## config.mk

```make
export PLATFORM = sky130hd
export DESIGN_NAME = alu_rr_arbiter_flat
export DESIGN_NICKNAME = d
export VERILOG_FILES = /design/src/rtl/alu_arb_pkg.sv /design/src/rtl/alu_rr_arbiter_if.sv /design/src/rtl/alu_rr_arbiter_rr_pick.sv /design/src/rtl/alu_rr_arbiter.sv /design/src/flat_wrapper.sv
export SDC_FILE = /design/constraint.sdc
export NUM_CORES = 1
export LEC_CHECK = 0
export CORE_MARGIN = 2
export CORE_UTILIZATION = 51
export CTS_CLUSTER_DIAMETER = 40
export DETAILED_ROUTE_END_ITERATION = 10
export PLACE_DENSITY = 0.82
export SYNTH_ARGS = -nofsm -noshare
export SYNTH_HDL_FRONTEND = slang
export SYNTH_HIERARCHICAL = 1
export SYNTH_SLANG_ARGS = --single-unit
```

## constraint.sdc

```tcl
create_clock -name clk -period 5 [get_ports clk]
set_clock_uncertainty 0.15 [all_clocks]
set_input_delay 0.75 -clock clk [delete_from_list [all_inputs] [get_ports clk]]
set_output_delay 0.75 -clock clk [all_outputs]
set_load 0.005 [all_outputs]
```

## src/rtl/alu_arb_pkg.sv

```systemverilog
// Shared types and default sizes for the round-robin ALU arbiter and its picker.
// Purely declarative: no logic, no latency, no flow control.
package alu_arb_pkg;

    localparam int N_REQ_DEF = 4;
    localparam int DW_DEF    = 4;

    typedef enum logic [1:0] {
        IDLE    = 2'd0,
        COMPUTE = 2'd1,
        OUT     = 2'd2
    } state_t;

    typedef enum logic {
        OP_ADD = 1'b0,
        OP_MUL = 1'b1
    } op_t;

endpackage

```

## src/rtl/alu_rr_arbiter_if.sv

```systemverilog
// Requester-side bundle of the shared ALU: per-requester req/operands/mode in, grant and tagged result out.
// Optional lock vector is present only when ARB_LOCK_EN is defined.
interface alu_rr_arbiter_if #(
    parameter int N_REQ = alu_arb_pkg::N_REQ_DEF,
    parameter int DW    = alu_arb_pkg::DW_DEF
);
    localparam int IW = $clog2(N_REQ);

    logic [N_REQ-1:0]    req;
    logic [N_REQ*DW-1:0] in_a;
    logic [N_REQ*DW-1:0] in_b;
    logic [N_REQ-1:0]    mode;
    logic [N_REQ-1:0]    gnt;
    logic                out_valid;
    logic [2*DW-1:0]     out;
    logic [IW-1:0]       out_id;
`ifdef ARB_LOCK_EN
    logic [N_REQ-1:0]    lock;

    modport master (output req, in_a, in_b, mode, lock,
                    input  gnt, out_valid, out, out_id);
    modport slave  (input  req, in_a, in_b, mode, lock,
                    output gnt, out_valid, out, out_id);
`else
    modport master (output req, in_a, in_b, mode,
                    input  gnt, out_valid, out, out_id);
    modport slave  (input  req, in_a, in_b, mode,
                    output gnt, out_valid, out, out_id);
`endif

endinterface

```

## src/rtl/alu_rr_arbiter_rr_pick.sv

```systemverilog
// Combinational round-robin picker: first set req after ptr (wrapping), as one-hot + index + any.
// Zero latency; no flow control of its own.
module rr_pick #(
    parameter int N_REQ = 4
) (
    input  logic [N_REQ-1:0]         req_i,
    input  logic [$clog2(N_REQ)-1:0] ptr_i,
    output logic [N_REQ-1:0]         gnt_o,
    output logic [$clog2(N_REQ)-1:0] idx_o,
    output logic                     any_o
);
    localparam int IW = $clog2(N_REQ);

    logic [IW-1:0] cand;

    always_comb begin
        gnt_o = '0;
        idx_o = '0;
        any_o = 1'b0;
        cand  = '0;
        for (int off = 1; off <= N_REQ; off++) begin
            cand = IW'((int'(ptr_i) + off) % N_REQ);
            if (!any_o && req_i[cand]) begin
                any_o       = 1'b1;
                idx_o       = cand;
                gnt_o[cand] = 1'b1;
            end
        end
    end

endmodule

```

## src/rtl/alu_rr_arbiter.sv

```systemverilog
// Round-robin share of one add/multiply unit: grant in IDLE, result strobe 2 cycles later, one result per 3 cycles.
// Requesters hold req until granted; gnt is held low while busy. ARB_LOCK_EN adds a per-requester grant lock.
module alu_rr_arbiter
    import alu_arb_pkg::*;
#(
    parameter int N_REQ = N_REQ_DEF,
    parameter int DW    = DW_DEF
) (
    input  logic             clk,
    input  logic             rst_n,
    alu_rr_arbiter_if.slave  bus
);
    localparam int IW = $clog2(N_REQ);

    state_t          state_q, state_d;
    logic [IW-1:0]   ptr_q, ptr_d;
    logic [DW-1:0]   a_q, a_d, b_q, b_d;
    op_t             op_q, op_d;
    logic [IW-1:0]   id_q, id_d;
    logic [2*DW-1:0] res_q, res_d;

    logic [N_REQ-1:0] cand_req;
    logic [N_REQ-1:0] pick_gnt;
    logic [IW-1:0]    pick_idx;
    logic             pick_any;

`ifdef ARB_LOCK_EN
    logic lock_q, lock_d;
    logic hold;

    // While locked, only the lock owner (always ptr) is eligible.
    assign hold     = lock_q && bus.lock[ptr_q];
    assign cand_req = hold ? (bus.req & (N_REQ'(1) << ptr_q)) : bus.req;
`else
    assign cand_req = bus.req;
`endif

    rr_pick #(.N_REQ(N_REQ)) u_pick (
        .req_i (cand_req),
        .ptr_i (ptr_q),
        .gnt_o (pick_gnt),
        .idx_o (pick_idx),
        .any_o (pick_any)
    );

    always_comb begin
        state_d       = state_q;
        ptr_d         = ptr_q;
        a_d           = a_q;
        b_d           = b_q;
        op_d          = op_q;
        id_d          = id_q;
        res_d         = res_q;
        bus.gnt       = '0;
        bus.out_valid = (state_q == OUT);
        bus.out       = (state_q == OUT) ? res_q : '0;
        bus.out_id    = (state_q == OUT) ? id_q  : '0;
`ifdef ARB_LOCK_EN
        lock_d        = hold;
`endif
        case (state_q)
            IDLE: begin
                if (pick_any) begin
                    bus.gnt = pick_gnt;
                    a_d     = bus.in_a[pick_idx*DW +: DW];
                    b_d     = bus.in_b[pick_idx*DW +: DW];
                    op_d    = op_t'(bus.mode[pick_idx]);
                    id_d    = pick_idx;
                    ptr_d   = pick_idx;
                    state_d = COMPUTE;
`ifdef ARB_LOCK_EN
                    lock_d  = bus.lock[pick_idx];
`endif
                end
            end
            COMPUTE: begin
                // Zero-extended operands: the full product always fits in 2*DW.
                if (op_q == OP_MUL)
                    res_d = {{DW{1'b0}}, a_q} * {{DW{1'b0}}, b_q};
                else
                    res_d = {{DW{1'b0}}, a_q} + {{DW{1'b0}}, b_q};
                state_d = OUT;
            end
            OUT:     state_d = IDLE;
            default: state_d = IDLE;
        endcase
    end

    always_ff @(posedge clk or negedge rst_n) begin
        if (!rst_n) begin
            state_q <= IDLE;
            ptr_q   <= IW'(N_REQ - 1);
            a_q     <= '0;
            b_q     <= '0;
            op_q    <= OP_ADD;
            id_q    <= '0;
            res_q   <= '0;
`ifdef ARB_LOCK_EN
            lock_q  <= 1'b0;
`endif
        end else begin
            state_q <= state_d;
            ptr_q   <= ptr_d;
            a_q     <= a_d;
            b_q     <= b_d;
            op_q    <= op_d;
            id_q    <= id_d;
            res_q   <= res_d;
`ifdef ARB_LOCK_EN
            lock_q  <= lock_d;
`endif
        end
    end

endmodule
```

## src/flat_wrapper.sv

```systemverilog
// flat-port wrapper written by rule: the top's interface ports become plain ports
module alu_rr_arbiter_flat import alu_arb_pkg::*;
#(
    parameter int N_REQ = N_REQ_DEF,
    parameter int DW    = DW_DEF
)
  (clk, rst_n, bus_req, bus_in_a, bus_in_b, bus_mode, bus_gnt, bus_out_valid, bus_out, bus_out_id);
  alu_rr_arbiter_if #(.N_REQ(N_REQ), .DW(DW)) bus_i ();
  input  logic clk;
  input  logic rst_n;
  input wire logic [$bits(bus_i.req)-1:0] bus_req;
  input wire logic [$bits(bus_i.in_a)-1:0] bus_in_a;
  input wire logic [$bits(bus_i.in_b)-1:0] bus_in_b;
  input wire logic [$bits(bus_i.mode)-1:0] bus_mode;
  output wire logic [$bits(bus_i.gnt)-1:0] bus_gnt;
  output wire logic [$bits(bus_i.out_valid)-1:0] bus_out_valid;
  output wire logic [$bits(bus_i.out)-1:0] bus_out;
  output wire logic [$bits(bus_i.out_id)-1:0] bus_out_id;
  assign bus_i.req = bus_req;
  assign bus_i.in_a = bus_in_a;
  assign bus_i.in_b = bus_in_b;
  assign bus_i.mode = bus_mode;
  assign bus_gnt = bus_i.gnt;
  assign bus_out_valid = bus_i.out_valid;
  assign bus_out = bus_i.out;
  assign bus_out_id = bus_i.out_id;
  alu_rr_arbiter #(.N_REQ(N_REQ), .DW(DW)) u_core (.clk(clk), .rst_n(rst_n), .bus(bus_i));
endmodule
```

## Word level (Yosys, flattened, before mapping)

Index checks and enable logic that the tools add are counted.

| storage, ports and cells | value |
|---|---|
| ROM bits | 0 |
| output and inout bits | 15 |
| latch bits | 0 |
| bits in writable memories | 0 |
| bits in registers | 23 |
| memories kept | 0 |
| logic and storage cells | 79 |

| operators by class | value |
|---|---|
| shifts and indexed selects | 2 |
| bitwise logic cells | 3 |
| add/subtract/negate cells | 5 |
| reductions and logical operators | 12 |
| div/mod/pow operators | 0 |
| multipliers | 1 |
| $lt $le $gt $ge | 9 |
| muxes and demuxes | 37 |
| equality and inequality tests | 3 |

Operators by type and width:

| kind | count |
|---|---|
| $shiftx 16x5->4 | 2 |
| $mux 4 | 6 |
| $mux 8 | 2 |
| $lt 2x3->1 const B | 5 |
| $mux 1 | 13 |
| $mux 2 | 6 |
| $or 4x4->4 | 3 |
| $bmux 1 s2 | 5 |
| $demux 1 s2 | 4 |
| $ge 2x1->1 const B | 4 |
| $mul 4x4->8 | 1 |
| $logic_and 1x1->1 | 7 |
| $add 4x4->5 | 1 |
| $add 2x1->2 const B | 2 |
| $add 2x2->2 const B | 2 |
| $pmux 2 s2 | 1 |
| $logic_not 1->1 | 3 |
| $eq 2x1->1 const B | 1 |
| $eq 2x2->1 const B | 1 |
| $logic_not 2->1 | 1 |
| $ne 2x1->1 const B | 1 |
| $reduce_and 2->1 | 1 |

## Depth between registers and ports, before layout

Gate-level depths: netlist of the first run.

| logic depth | value |
|---|---|
| depth in word-level cells | 15 |
| gate-level depth with buffers | 13 |
| depth with buffers taken out | 9 |

## Hierarchy

Netlist of the first run, hierarchy kept.

Modules (own cells, without submodules):

| module | instances | area each (um^2) | cells an instance | seq. area each (um^2) |
|---|---|---|---|---|
| alu_rr_arbiter | 1 | 1756.7 | 165 | 578.1 |
| rr_pick | 1 | 629.4 | 86 | 0.0 |

## Least setup slack after synthesis of the first run

OpenSTA, ideal clock, no wires.

| timing | value |
|---|---|
| path type | register to register |
| start | register u_core.ptr_q[0] |
| end | register u_core.a_q[0] |
| clock period less this slack | 3.520 ns |
| path slack | 1.480 ns |
| library setup time | 0.125 ns |
| data arrival time | 3.246 ns |
| cell stages (with the launch flop) | 13 |
| cells stage by stage | dfstp_2 buf_6 buf_2 inv_1 ha_1 clkbuf_1 a21oi_1 a211oi_1 a311o_1 a221oi_1 buf_6 mux4_2 mux2_2 |

| on the way | value |
|---|---|
| cells in the longest elaborated chain, start to end | 14 |

Ends and longest elaborated chain:

| what | line | RTL |
|---|---|---|
| start, declared | alu_rr_arbiter.sv:16 | `logic [IW-1:0] ptr_q, ptr_d;` |
| start signal, assigned | alu_rr_arbiter.sv:92 | `ptr_q <= IW'(N_REQ - 1);` |
| start signal, assigned | alu_rr_arbiter.sv:103 | `ptr_q <= ptr_d;` |
| $add 2x1->2 | alu_rr_arbiter_rr_pick.sv:22 | `cand = IW'((int'(ptr_i) + off) % N_REQ);` |
| $bmux 1 s2 | alu_rr_arbiter_rr_pick.sv:23 | `if (!any_o && req_i[cand]) begin` |
| $mux 1 (not written as such) | alu_rr_arbiter_rr_pick.sv:23 |  |
| $mux 1 | alu_rr_arbiter_rr_pick.sv:23 |  |
| $logic_not 1->1 | alu_rr_arbiter_rr_pick.sv:23 |  |
| $logic_and 1x1->1 | alu_rr_arbiter_rr_pick.sv:23 |  |
| $mux 1 | alu_rr_arbiter_rr_pick.sv:23 |  |
| $logic_not 1->1 | alu_rr_arbiter_rr_pick.sv:23 |  |
| $logic_and 1x1->1 | alu_rr_arbiter_rr_pick.sv:23 |  |
| $mux 1 | alu_rr_arbiter_rr_pick.sv:23 |  |
| $logic_not 1->1 | alu_rr_arbiter_rr_pick.sv:23 |  |
| $logic_and 1x1->1 | alu_rr_arbiter_rr_pick.sv:23 |  |
| $mux 2 * | alu_rr_arbiter_rr_pick.sv:23 |  |
| via u_core.pick_idx[0] | alu_rr_arbiter.sv:24 | `logic [IW-1:0] pick_idx;` |
| $shiftx 16x5->4 * | alu_rr_arbiter.sv:65 | `a_d = bus.in_a[pick_idx*DW +: DW];` |
| end signal, assigned | alu_rr_arbiter.sv:93 | `a_q <= '0;` |
| end signal, assigned | alu_rr_arbiter.sv:104 | `a_q <= a_d;` |
| end, declared | alu_rr_arbiter.sv:17 | `logic [DW-1:0] a_q, a_d, b_q, b_d;` |

The timed path passes the listed nets; every way through them passes the cells marked *. The select of a mux whose other input is x is not followed.
A chain may end at the register's enable or synchronous reset.

## Worst setup path in the final report of the first run

| timing | value |
|---|---|
| start | register u_core.ptr_q[0] |
| end | output port bus_gnt[0] |

| on the way | value |
|---|---|
| cells in the longest elaborated chain, start to end | 15 |

Ends and longest elaborated chain:

| what | line | RTL |
|---|---|---|
| parallel branches: the longest is 12 deep, another holds $lt 2x3->1 | -- |  |
| $mux 4 * | alu_rr_arbiter_rr_pick.sv:23 |  |
| via u_core.pick_gnt[0] | alu_rr_arbiter.sv:23 | `logic [N_REQ-1:0] pick_gnt;` |
| $mux 4 * | alu_rr_arbiter.sv:63 | `if (pick_any) begin` |
| $mux 4 * | alu_rr_arbiter.sv:61 | `case (state_q)` |
| end, declared | flat_wrapper.sv:15 | `output wire logic [$bits(bus_i.gnt)-1:0] bus_gnt;` |

Mark *: on every way through the listed nets, which the timed path passes. The select of a mux whose other input is x is not followed.

==> results of run 1 <==
==> synthesized netlist by cell type, types with 3 or more instances <==
cell / count / area share (%)
ha_1: 24 / 13
and2_1: 23 / 6.0
dfrtp_1: 21 / 22
nand2_1: 21 / 3.3
inv_1: 18 / 2.8
o21ai_0: 14 / 2.9
mux4_2: 11 / 10
nor2_1: 11 / 1.7
a21oi_1: 10 / 2.1
nand4_1: 9 / 2.4
clkbuf_1: 7 / 1.1
mux2_2: 7 / 3.3
o31ai_1: 6 / 1.9
a31oi_1: 5 / 1.3
buf_2: 5 / 1.0
fa_1: 5 / 4.2
a2111o_1: 4 / 1.9
buf_6: 4 / 1.9
mux2i_1: 4 / 1.7
or3_1: 4 / 1.0
a211oi_1: 3 / 0.94
a21o_1: 3 / 0.94
nand2b_1: 3 / 0.79
nor2b_1: 3 / 0.79
==> registers in the layout, summed over array words and instances, names as in the netlist <==
signal,flops
u_core/b_q,4
u_core/state_q,2
u_core/res_q,8
u_core/ptr_q,2
u_core/op_q,1
u_core/a_q,4
u_core/id_q,2
==> layer usage <==
metal,vias up,wire length (µm)
li1,1010,-
met1,998,2340
met2,72,2550
met3,7,280
met4,0,72
met5,-,0
==> cell families (layout without fill, tap and decap cells) <==
kind of cell             after synthesis  after routing  synth area share (%)
XOR/XNOR                               2              2                 0.734
AND/OR/NAND/NOR                       88             88                  20.5
AO/OA/AOI/OAI                         52             52                  14.8
flip-flops                            23             23                  24.2
adder cells (fa/ha/maj)               29             29                  16.8
multiplexers                          22             22                  15.4
buffers and inverters                 35             82                  7.55
==> power breakdown <==
| part | leakage (nW) | internal (mW) | total (mW) | switching, mW |
|---|---|---|---|---|
| combinational | 0.983 | 0.644 | 1.33 | 0.684 |
| sequential | 0.281 | 0.285 | 0.398 | 0.113 |
| clock | 0.0255 | 0.0558 | 0.117 | 0.0611 |
| total | 1.29 | 0.985 | 1.84 | 0.857 |
==> metrics by stage <==
step	worst slack (ps)	instances	power [mW]	utilization (%)	hold WS, ps
final	655	350	1.84	67.3	325
after global routing	463	350	2.03	67.3	374
after CTS	660	350	1.85	67.3	333
after detailed placement	767	346	1.72	66.2	314
after global placement	886	346	1.67	66.2	303
after floorplan	1480	251	1.38	-	285
==> critical path: cells and delay by family (launching register included) <==
kind	cells	cell delay (ps)
AO/OA/AOI/OAI	3	840
buffers and inverters	3	830
adder cells (fa/ha/maj)	1	550
flip-flops	1	800
AND/OR/NAND/NOR	1	140
==> cells in the final DEF, fill, tap and decap left out, drive strengths merged, types with 2 or more instances in the layout <==
cell type	count
clkdlybuf4s50	56
dfstp	2
mux4	11
ha	24
or4	2
o21ai	14
dfrtp	21
nand3	3
inv	18
nand2	21
a21o	3
xor2	2
nor2	11
nor3b	3
a21oi	10
buf	3
a2111o	4
or3	4
o31ai	6
clkinv	2
and2	23
mux2	7
mux2i	4
nand4	9
nor2b	3
clkbuf	3
fa	5
a31oi	5
a211oi	4
nand2b	3
==> worst paths after layout <==
path / cells after the start / startpoint / to / slack [ps]
setup / recovery: 8 / u_core/ptr_q[0]$_DFFE_PN1P_ / bus_gnt[0] / 660
hold / removal: 1 / u_core/res_q[4]$_DFFE_PN0N_ / u_core/res_q[4]$_DFFE_PN0N_ / 320
setup reg to reg: 8 / u_core/ptr_q[0]$_DFFE_PN1P_ / u_core/a_q[3]$_DFFE_PN0P_ / 1340
hold reg to reg: 1 / u_core/res_q[4]$_DFFE_PN0N_ / u_core/res_q[4]$_DFFE_PN0N_ / 320
max in group asynchronous: 1 / rst_n / u_core/res_q[6]$_DFFE_PN0N_ / 3220
min in group asynchronous: 1 / rst_n / u_core/res_q[2]$_DFFE_PN0N_ / 880
==> final cells by class <==
cell class,instances,share of cell area (%)
well taps,52,2.18
flip-flops and latches,23,19.3
multi-input cells,193,54.6
clock buffers,3,1.38
repair buffers,59,19.5
clock inverters,1,0.167
inverters,19,2.80
==> metrics.txt, run 1 <==
# TYPE chip_impl_metric gauge
chip_impl_metric{name="postSynthRegisterBits",unit=""} 23
chip_impl_metric{name="cts_setup_buffers",unit=""} 0
chip_impl_metric{name="tns",unit="ps"} 0
chip_impl_info{name="worst-setup-path-type",value="flop to output port"} 1
chip_impl_metric{name="postRouteWirelength",unit="µm"} 5250
chip_impl_metric{name="grt.met3_usage",unit="%"} 2.36
chip_impl_metric{name="layout-drive-gt1-share",unit="%"} 11.1
chip_impl_metric{name="critPathArrivalTime",unit="ps"} 3440
chip_impl_metric{name="met1_usage",unit="%"} 29.5
chip_impl_info{name="worst_setup_path_start_kind",value="flop"} 1
chip_impl_metric{name="grt_max_degree",unit=""} 24
chip_impl_metric{name="postSynthCellCount",unit=""} 251
chip_impl_metric{name="worst_skew_pair_later_pin_latency",unit="ps"} 270
chip_impl_info{name="dominantRegCellSynth",value="dfrtp_1"} 1
chip_impl_info{name="globalRoute.busiestLayer",value="met2"} 1
chip_impl_metric{name="seqCellArea",unit="µm²"} 578
chip_impl_metric{name="cp_max_fo",unit=""} 21
chip_impl_metric{name="synth-seq-area-share",unit="%"} 24.2
chip_impl_info{name="grt_setup_unrepaired",value="no"} 1
chip_impl_metric{name="n_fill_cell",unit=""} 369
chip_impl_metric{name="number_of_hold_violations_in_the_final_report",unit=""} 0
chip_impl_metric{name="core_area",unit="mm²"} 0.00444
chip_impl_metric{name="synth_cell_types",unit=""} 45
chip_impl_metric{name="design.die.area",unit="mm²"} 0.00524
chip_impl_metric{name="syn_area",unit="mm²"} 0.00239
chip_impl_metric{name="post_cts_resized",unit=""} 0
chip_impl_metric{name="cap_viol_max_count",unit=""} 0
chip_impl_metric{name="drv_slew",unit=""} 0
chip_impl_metric{name="globalRouteTotalUtil",unit="%"} 21.3
chip_impl_metric{name="synthesis.area_per_instance",unit="µm²"} 9.51
chip_impl_metric{name="vias_per_cell",unit=""} 5.96
chip_impl_metric{name="worst_pin_slew",unit="ps"} 1010
chip_impl_metric{name="dr.first_iter.drc_count",unit=""} 98
chip_impl_metric{name="clock-sinks",unit=""} 23
chip_impl_metric{name="drc",unit=""} 0
chip_impl_metric{name="design.portCount",unit=""} 57
chip_impl_metric{name="multiInputGateArea",unit="mm²"} 0.00163
chip_impl_metric{name="cellPowerDensity",unit="mW/mm²"} 616
chip_impl_metric{name="synth.net_count",unit=""} 322
chip_impl_metric{name="num-nets-final",unit=""} 370
chip_impl_metric{name="drt.antenna.violating_nets",unit=""} 0
chip_impl_metric{name="die_height",unit="µm"} 72.4
chip_impl_metric{name="final_cell_area",unit="mm²"} 0.00299
chip_impl_metric{name="rows",unit=""} 24
chip_impl_info{name="cp-end-kind",value="output port"} 1
chip_impl_metric{name="floorplan.initialDensity",unit="%"} 53.7
chip_impl_metric{name="die_w",unit="µm"} 72.4
chip_impl_info{name="slowest_stage",value="dfstp_2"} 1
chip_impl_metric{name="grt_antenna_before_repair",unit=""} 0
chip_impl_metric{name="drt_pass1_iterations",unit=""} 4
chip_impl_metric{name="ir_worst_vdd",unit="µV"} 309
chip_impl_metric{name="power.leakage",unit="nW"} 1.29
chip_impl_metric{name="first_global_vias",unit=""} 1938
chip_impl_info{name="library_cell_appearing_most_often_on_the_critical_path",value="inv_1"} 1
chip_impl_metric{name="flow.area_growth_from_synthesis",unit="%"} 25.3
chip_impl_metric{name="timing.final.setup_violations",unit=""} 0
chip_impl_metric{name="place_hpwl",unit="µm"} 4170
chip_impl_metric{name="synthArstFlopShare",unit="%"} 100
chip_impl_metric{name="finalWeightedCongestion",unit=""} 0.945
chip_impl_metric{name="cts_hold_repair.buffers",unit=""} 0
chip_impl_metric{name="fin_crit_sh",unit="%"} 86.9
chip_impl_info{name="holdCritPathClass",value="flop to flop"} 1
chip_impl_metric{name="diodes",unit=""} 0
chip_impl_metric{name="min_period",unit="ps"} 4340
chip_impl_metric{name="gr_util_met2",unit="%"} 35.4
chip_impl_info{name="path_cells",value="inv_1 > ha_1 > inv_1 > a31oi_1 > o31ai_1 > a2111o_1 > and2_1 > clkdlybuf4s50_1"} 1
chip_impl_info{name="clockRootBuffer",value="clkbuf_8"} 1
chip_impl_info{name="run_status",value="completed"} 1
chip_impl_metric{name="max_stage_delay",unit="ps"} 800
chip_impl_metric{name="grt_overflow",unit=""} 0
chip_impl_metric{name="total_number_of_vias",unit=""} 2087
chip_impl_metric{name="clock_buffers_created_by_tritoncts",unit=""} 3
chip_impl_metric{name="worst_slew_margin_rel",unit="%"} 32.8
chip_impl_metric{name="grt_first_pass_wirelength",unit="µm"} 8910
chip_impl_metric{name="clkSlewWorstSetupHoldPaths",unit="ps"} 80
chip_impl_metric{name="achievable-frequency",unit="MHz"} 230
chip_impl_metric{name="synthesis_warnings",unit=""} 6
chip_impl_metric{name="detailed_place.area",unit="mm²"} 0.00294
chip_impl_metric{name="ctsHtreeMaxLevel",unit=""} 1
chip_impl_info{name="tritoncts_clock_tree",value="built"} 1
chip_impl_metric{name="maximum_clock_insertion_buffer_count",unit=""} 2
chip_impl_metric{name="routedWlPerCell",unit="µm"} 15.0
chip_impl_metric{name="synth_edf_count",unit=""} 0
chip_impl_metric{name="crit_required",unit="ps"} 4100
chip_impl_metric{name="port_buffers",unit=""} 56
(Power assumes the default switching activity.)
==> inputs of run 2 (changes only) <==
==> constraint.sdc (replaced) <==
create_clock -name clk -period 4.35 [get_ports clk]
set_clock_uncertainty 0.15 [all_clocks]
set_input_delay 0.6525 -clock clk [delete_from_list [all_inputs] [get_ports clk]]
set_output_delay 0.6525 -clock clk [all_outputs]
set_load 0.005 [all_outputs]
==> metrics.txt, run 2 (same netlist as run 1, synthesis figures left out) <==
# TYPE chip_impl_metric gauge
chip_impl_metric{name="postRouteWirelength",unit="µm"} 5260
chip_impl_metric{name="n_fill_cell",unit=""} 364
chip_impl_info{name="setup.worst_path.end",value="bus_gnt[2]"} 1
chip_impl_metric{name="post_cts_resized",unit=""} 0
chip_impl_metric{name="achievable-frequency",unit="MHz"} 245
chip_impl_metric{name="clkSlewWorstSetupHoldPaths",unit="ps"} 80
chip_impl_metric{name="first_global_vias",unit=""} 1969
chip_impl_metric{name="globalRouteTotalUtil",unit="%"} 21.5
chip_impl_metric{name="dr.first_iter.drc_count",unit=""} 90
chip_impl_metric{name="fin_crit_sh",unit="%"} 94.0
chip_impl_metric{name="grt_first_pass_wirelength",unit="µm"} 9020
chip_impl_info{name="final_common_cell",value="clkdlybuf4s50_1"} 1
chip_impl_metric{name="place_hpwl",unit="µm"} 4240
chip_impl_metric{name="cts_hold_repair.buffers",unit=""} 0
chip_impl_metric{name="core_area",unit="mm²"} 0.00444
chip_impl_metric{name="drt.antenna.violating_nets",unit=""} 0
chip_impl_info{name="grt_setup_unrepaired",value="no"} 1
chip_impl_info{name="highest-signal-layer",value="met4"} 1
chip_impl_metric{name="largest_reg_flops",unit=""} 8
chip_impl_info{name="run_status",value="completed"} 1
chip_impl_info{name="worst_setup_path_start_kind",value="flop"} 1
chip_impl_info{name="worst-setup-path-type",value="flop to output port"} 1
chip_impl_metric{name="ctsHtreeMaxLevel",unit=""} 1
chip_impl_metric{name="timing.final.setup_violations",unit=""} 0
chip_impl_metric{name="grt_overflow",unit=""} 0
chip_impl_info{name="largestRegisters",value="u_core/res_q x8, u_core/a_q x4, u_core/b_q x4"} 1
chip_impl_metric{name="layout-drive-gt1-share",unit="%"} 12.0
chip_impl_metric{name="min_period",unit="ps"} 4090
chip_impl_metric{name="port_buffers",unit=""} 56
chip_impl_metric{name="vias_per_cell",unit=""} 5.93
chip_impl_metric{name="grt_max_degree",unit=""} 24
chip_impl_metric{name="number_of_hold_violations_in_the_final_report",unit=""} 0
chip_impl_metric{name="cts_setup_buffers",unit=""} 0
chip_impl_metric{name="drt_pass1_iterations",unit=""} 5
chip_impl_info{name="regMostFlops",value="u_core/res_q"} 1
chip_impl_metric{name="grt_antenna_before_repair",unit=""} 0
chip_impl_metric{name="multiInputGateArea",unit="mm²"} 0.00163
chip_impl_metric{name="stdcell_count",unit=""} 353
chip_impl_metric{name="clock_buffers_created_by_tritoncts",unit=""} 3
chip_impl_metric{name="drv_slew",unit=""} 0
chip_impl_info{name="tritoncts_clock_tree",value="built"} 1
chip_impl_metric{name="floorplan.initialDensity",unit="%"} 53.7
chip_impl_metric{name="design.portCount",unit=""} 57
chip_impl_metric{name="worst_pin_slew",unit="ps"} 1010
chip_impl_metric{name="die_height",unit="µm"} 72.4
chip_impl_metric{name="total_number_of_vias",unit=""} 2092
chip_impl_info{name="cp-end-kind",value="output port"} 1
chip_impl_info{name="most_used_cells_in_the_layout_excluding_fill_and_tap_cells",value="clkdlybuf4s50_1, ha_1, and2_1, nand2_1, dfrtp_1"} 1
chip_impl_metric{name="worst_skew_pair_later_pin_latency",unit="ps"} 270
chip_impl_metric{name="reg2reg_depth",unit=""} 8
chip_impl_info{name="critical_path.reg2reg.endpoint",value="u_core/a_q[0]$_DFFE_PN0P_"} 1
chip_impl_info{name="crit_start",value="u_core/ptr_q[1]$_DFFE_PN1P_"} 1
chip_impl_metric{name="cp_max_fo",unit=""} 11
chip_impl_metric{name="cap_viol_max_count",unit=""} 0
chip_impl_metric{name="critPathArrivalTime",unit="ps"} 3290
chip_impl_metric{name="crit_required",unit="ps"} 3550
chip_impl_metric{name="reg2reg_setup_slack",unit="ps"} 870
chip_impl_metric{name="drc",unit=""} 0
chip_impl_metric{name="maximum_clock_insertion_buffer_count",unit=""} 2
chip_impl_info{name="holdCritPathClass",value="flop to flop"} 1
chip_impl_metric{name="finalWeightedCongestion",unit=""} 0.990
chip_impl_metric{name="die_w",unit="µm"} 72.4
chip_impl_metric{name="tns",unit="ps"} 0
chip_impl_metric{name="ir_worst_vdd",unit="µV"} 372
chip_impl_metric{name="flow.area_growth_from_synthesis",unit="%"} 26.3
chip_impl_metric{name="holdWs",unit="ps"} 322
chip_impl_metric{name="met2WireLength",unit="µm"} 2580
chip_impl_info{name="rr_startpoint",value="u_core/ptr_q[1]$_DFFE_PN1P_"} 1
chip_impl_metric{name="met3WireLength",unit="µm"} 254
chip_impl_metric{name="m1_wire_length",unit="µm"} 2380
chip_impl_metric{name="placed_cells",unit=""} 349
chip_impl_metric{name="clock-sinks",unit=""} 23
chip_impl_metric{name="routedWlPerCell",unit="µm"} 14.9
chip_impl_metric{name="design.die.area",unit="mm²"} 0.00524
chip_impl_metric{name="rows",unit=""} 24
chip_impl_info{name="clockRootBuffer",value="clkbuf_8"} 1
chip_impl_metric{name="num-nets-final",unit=""} 373
chip_impl_metric{name="diodes",unit=""} 0
chip_impl_metric{name="cellPowerDensity",unit="mW/mm²"} 700
chip_impl_metric{name="power.leakage",unit="nW"} 1.30
chip_impl_metric{name="worst_slew_margin_rel",unit="%"} 32.2
chip_impl_metric{name="seqCellArea",unit="µm²"} 578
[run 2: changes by cell type in the layout (fill, tap and decap cells not counted), sizes merged]
cell / delta
buf: +3
[run 2: critical path, cell delays in order (launching register included)]
cell and delay [ps]:
dfstp_2 660, inv_1 180, ha_1 540, inv_1 220, a31oi_1 380, o31ai_1 100
or3_1 360, and2_1 140, clkdlybuf4s50_1 430
[run 2: power by group]
group	total, mW	internal (mW)	switching [mW]
sequential	0.432	0.327	0.105
combinational	1.55	0.746	0.800
clock	0.133	0.0640	0.0694
[run 2: worst min-delay path by stage]
stage	slack (ps)	cells after the start	startpoint	end
global route	350	2	u_core/res_q[1]$_DFFE_PN0N_	u_core/res_q[1]$_DFFE_PN0N_
CTS	330	2	u_core/res_q[6]$_DFFE_PN0N_	u_core/res_q[6]$_DFFE_PN0N_
detailed placement	310	2	u_core/res_q[6]$_DFFE_PN0N_	u_core/res_q[6]$_DFFE_PN0N_
finish	320	2	u_core/res_q[6]$_DFFE_PN0N_	u_core/res_q[6]$_DFFE_PN0N_
floorplan	210	0	rst_n	u_core/a_q[0]$_DFFE_PN0P_
global placement	300	2	u_core/res_q[6]$_DFFE_PN0N_	u_core/res_q[6]$_DFFE_PN0N_
[run 2: area by class of cell]
class	instances	share of cell area (%)
tap	52	2.16
multi-input combinational	193	54.2
timing repair buffer	62	20.1
sequential	23	19.2
clock buffer	3	1.37
clock inverter	1	0.166
inverter	19	2.78
[run 2: routing by layer]
layer / vias to the layer above / global-route usage, %
met5: - / 0
met4: 0 / 5.14
met3: 4 / 2.22
met2: 61 / 35.2
met1: 1016 / 31.0
li1: 1011 / -
[run 2: stage by stage]
step / cell area (µm²) / power [mW] / util [%] / setup WS [ps]
finish: 3010 / 2.11 / 67.8 / 261
global route: 3010 / 2.33 / 67.8 / 77.6
CTS: 3010 / 2.12 / 67.8 / 309
detailed placement: 2970 / 1.98 / 66.8 / 390
global placement: 2970 / 1.93 / 66.8 / 451
floorplan: 2390 / 1.59 / - / 830
==> inputs of run 3 (changes only) <==
--- a/config.mk
+++ b/config.mk
@@ -5,7 +5,7 @@
 export SDC_FILE = /design/constraint.sdc
 export NUM_CORES = 1
 export LEC_CHECK = 0
-export CORE_MARGIN = 2
+export CORE_MARGIN = 8
 export CORE_UTILIZATION = 51
 export CTS_CLUSTER_DIAMETER = 40
 export DETAILED_ROUTE_END_ITERATION = 10
==> constraint.sdc (replaced) <==
create_clock -name clk -period 4.35 [get_ports clk]
set_clock_uncertainty 0.15 [all_clocks]
set_input_delay 0.435 -clock clk [delete_from_list [all_inputs] [get_ports clk]]
set_output_delay 0.435 -clock clk [all_outputs]
set_load 0.005 [all_outputs]
==> metrics.txt, run 3 (same netlist as run 1, synthesis figures left out) <==
# TYPE chip_impl_metric gauge
chip_impl_info{name="run_status",value="completed"} 1
chip_impl_metric{name="final_cell_area",unit="mm²"} 0.00300
chip_impl_metric{name="cts_setup_buffers",unit=""} 0
chip_impl_metric{name="detailed_place.area",unit="mm²"} 0.00295
chip_impl_info{name="holdCritPathClass",value="flop to flop"} 1
chip_impl_metric{name="core_area",unit="mm²"} 0.00463
chip_impl_metric{name="crit_required",unit="ps"} 3760
chip_impl_metric{name="tns",unit="ps"} 0
chip_impl_metric{name="die_w",unit="µm"} 84.4
chip_impl_info{name="most_used_cells_in_the_layout_excluding_fill_and_tap_cells",value="clkdlybuf4s50_1, ha_1, and2_1, nand2_1, dfrtp_1"} 1
chip_impl_metric{name="port_buffers",unit=""} 56
chip_impl_info{name="worst_setup_path_start_kind",value="flop"} 1
chip_impl_metric{name="floorplan.initialDensity",unit="%"} 51.5
chip_impl_metric{name="number_of_hold_violations_in_the_final_report",unit=""} 0
chip_impl_metric{name="vias_per_cell",unit=""} 5.96
chip_impl_metric{name="postRouteWirelength",unit="µm"} 5560
chip_impl_metric{name="power.leakage",unit="nW"} 1.28
chip_impl_metric{name="worst_skew_pair_later_pin_latency",unit="ps"} 270
chip_impl_metric{name="flow.area_growth_from_synthesis",unit="%"} 25.5
chip_impl_metric{name="dr.first_iter.drc_count",unit=""} 107
chip_impl_metric{name="grt_first_pass_wirelength",unit="µm"} 9540
chip_impl_info{name="regMostFlops",value="u_core/res_q"} 1
chip_impl_metric{name="cp_max_fo",unit=""} 21
chip_impl_metric{name="design.portCount",unit=""} 57
chip_impl_metric{name="cellPowerDensity",unit="mW/mm²"} 701
chip_impl_metric{name="num-nets-final",unit=""} 370
chip_impl_info{name="grt_setup_unrepaired",value="no"} 1
chip_impl_metric{name="worst_pin_slew",unit="ps"} 1030
chip_impl_metric{name="drt.antenna.violating_nets",unit=""} 0
chip_impl_metric{name="layout-drive-gt1-share",unit="%"} 11.1
chip_impl_metric{name="drc",unit=""} 0
chip_impl_metric{name="clock-sinks",unit=""} 23
chip_impl_metric{name="place_hpwl",unit="µm"} 4490
chip_impl_info{name="clockRootBuffer",value="clkbuf_8"} 1
chip_impl_metric{name="maximum_clock_insertion_buffer_count",unit=""} 2
chip_impl_info{name="cp-end-kind",value="output port"} 1
chip_impl_info{name="final_common_cell",value="clkdlybuf4s50_1"} 1
chip_impl_metric{name="grt_antenna_before_repair",unit=""} 0
chip_impl_metric{name="fin_crit_sh",unit="%"} 90.8
chip_impl_metric{name="min_period",unit="ps"} 3950
chip_impl_info{name="tritoncts_clock_tree",value="built"} 1
chip_impl_metric{name="drt_pass1_iterations",unit=""} 4
chip_impl_metric{name="holdWs",unit="ps"} 326
chip_impl_metric{name="n_fill_cell",unit=""} 386
chip_impl_metric{name="first_global_vias",unit=""} 2019
chip_impl_metric{name="post_cts_resized",unit=""} 0
chip_impl_metric{name="ir_worst_vdd",unit="µV"} 403
chip_impl_metric{name="largest_reg_flops",unit=""} 8
chip_impl_metric{name="design.die.area",unit="mm²"} 0.00712
chip_impl_metric{name="finalWeightedCongestion",unit=""} 0.955
chip_impl_metric{name="cts_hold_repair.buffers",unit=""} 0
chip_impl_metric{name="grt_overflow",unit=""} 0
chip_impl_metric{name="timing.final.setup_violations",unit=""} 0
chip_impl_metric{name="critPathArrivalTime",unit="ps"} 3370
chip_impl_metric{name="globalRouteTotalUtil",unit="%"} 16.1
chip_impl_metric{name="total_number_of_vias",unit=""} 2097
chip_impl_metric{name="grt_max_degree",unit=""} 24
chip_impl_metric{name="achievable-frequency",unit="MHz"} 253
chip_impl_metric{name="clkSlewWorstSetupHoldPaths",unit="ps"} 90
chip_impl_metric{name="diodes",unit=""} 0
chip_impl_metric{name="rows",unit=""} 25
chip_impl_metric{name="worst_slew_margin_rel",unit="%"} 31.0
chip_impl_info{name="largestRegisters",value="u_core/res_q x8, u_core/a_q x4, u_core/b_q x4"} 1
chip_impl_metric{name="cap_viol_max_count",unit=""} 0
chip_impl_metric{name="clock_buffers_created_by_tritoncts",unit=""} 3
chip_impl_metric{name="routedWlPerCell",unit="µm"} 15.8
chip_impl_metric{name="ctsHtreeMaxLevel",unit=""} 1
chip_impl_info{name="worst-setup-path-type",value="flop to output port"} 1
chip_impl_metric{name="die_height",unit="µm"} 84.4
chip_impl_metric{name="drv_slew",unit=""} 0
-- run 3: changes by cell type in the layout (fill, tap and decap cells not counted), sizes merged --
cell / previous run / this run
clkinv: 2 / 1
clkinvlp: 0 / 1
buf: 6 / 3
-- run 3: through the flow --
stage	total power, mW	std cells	setup WS [ps]	utilization (%)
2_1_floorplan	1.59	251	830	-
3_3_place_gp	1.91	348	772	63.6
3_5_place_dp	1.96	348	733	63.6
4_1_cts	2.11	352	424	64.7
5_1_grt	2.31	352	209	64.7
6_report	2.10	352	399	64.7
-- run 3: worst max-delay path, cell delays in order (launching register included) --
cell	delay [ps]
dfstp_2	800
inv_1	170
ha_1	530
inv_1	200
a31oi_1	350
o31ai_1	100
or3_1	360
and2_1	140
clkdlybuf4s50_1	440
-- run 3: power by group --
part | internal [mW] | leakage (nW) | total, mW | switching (mW)
registers | 0.328 | 0.281 | 0.459 | 0.131
logic | 0.737 | 0.983 | 1.50 | 0.764
clock network | 0.0649 | 0.0217 | 0.139 | 0.0743
total | 1.13 | 1.28 | 2.10 | 0.969
-- run 3: layout make-up --
| type | instances | area [µm²] | area share [%] |
|---|---|---|---|
| inverters | 19 | 83.8 | 2.80 |
| multi-input cells | 193 | 1630 | 54.6 |
| repair buffers | 59 | 583 | 19.5 |
| well taps | 54 | 67.6 | 2.26 |
| clock inverters | 1 | 7.51 | 0.251 |
| clock buffers | 3 | 41.3 | 1.38 |
| flip-flops and latches | 23 | 578 | 19.3 |
-- run 3: final timing paths --
path                                        startpoint                          end  slack (ps)  cells past startpoint
setup reg to reg           u_core/ptr_q[0]$_DFFE_PN1P_    u_core/a_q[0]$_DFFE_PN0P_         710                      9
hold reg to reg            u_core/res_q[4]$_DFFE_PN0N_  u_core/res_q[4]$_DFFE_PN0N_         330                      1
setup / recovery           u_core/ptr_q[0]$_DFFE_PN1P_                   bus_gnt[2]         400                      8
max in group asynchronous                        rst_n  u_core/res_q[7]$_DFFE_PN0N_        2850                      1
hold / removal             u_core/res_q[4]$_DFFE_PN0N_  u_core/res_q[4]$_DFFE_PN0N_         330                      1
min in group asynchronous                        rst_n  u_core/res_q[4]$_DFFE_PN0N_         570                      1
-- run 3: metal layers --
| metal | part of all wire [%] | global-route usage (%) | wire length, µm | up-vias |
|---|---|---|---|---|
| met2 | 47 | 25.2 | 2590 | 83 |
| met1 | 45 | 21.0 | 2490 | 996 |
| met4 | 1.4 | 5.99 | 78 | 0 |
| met3 | 7.1 | 3.51 | 392 | 5 |
| li1 | - | - | - | 1013 |
| met5 | 0 | 0 | 0 | - |
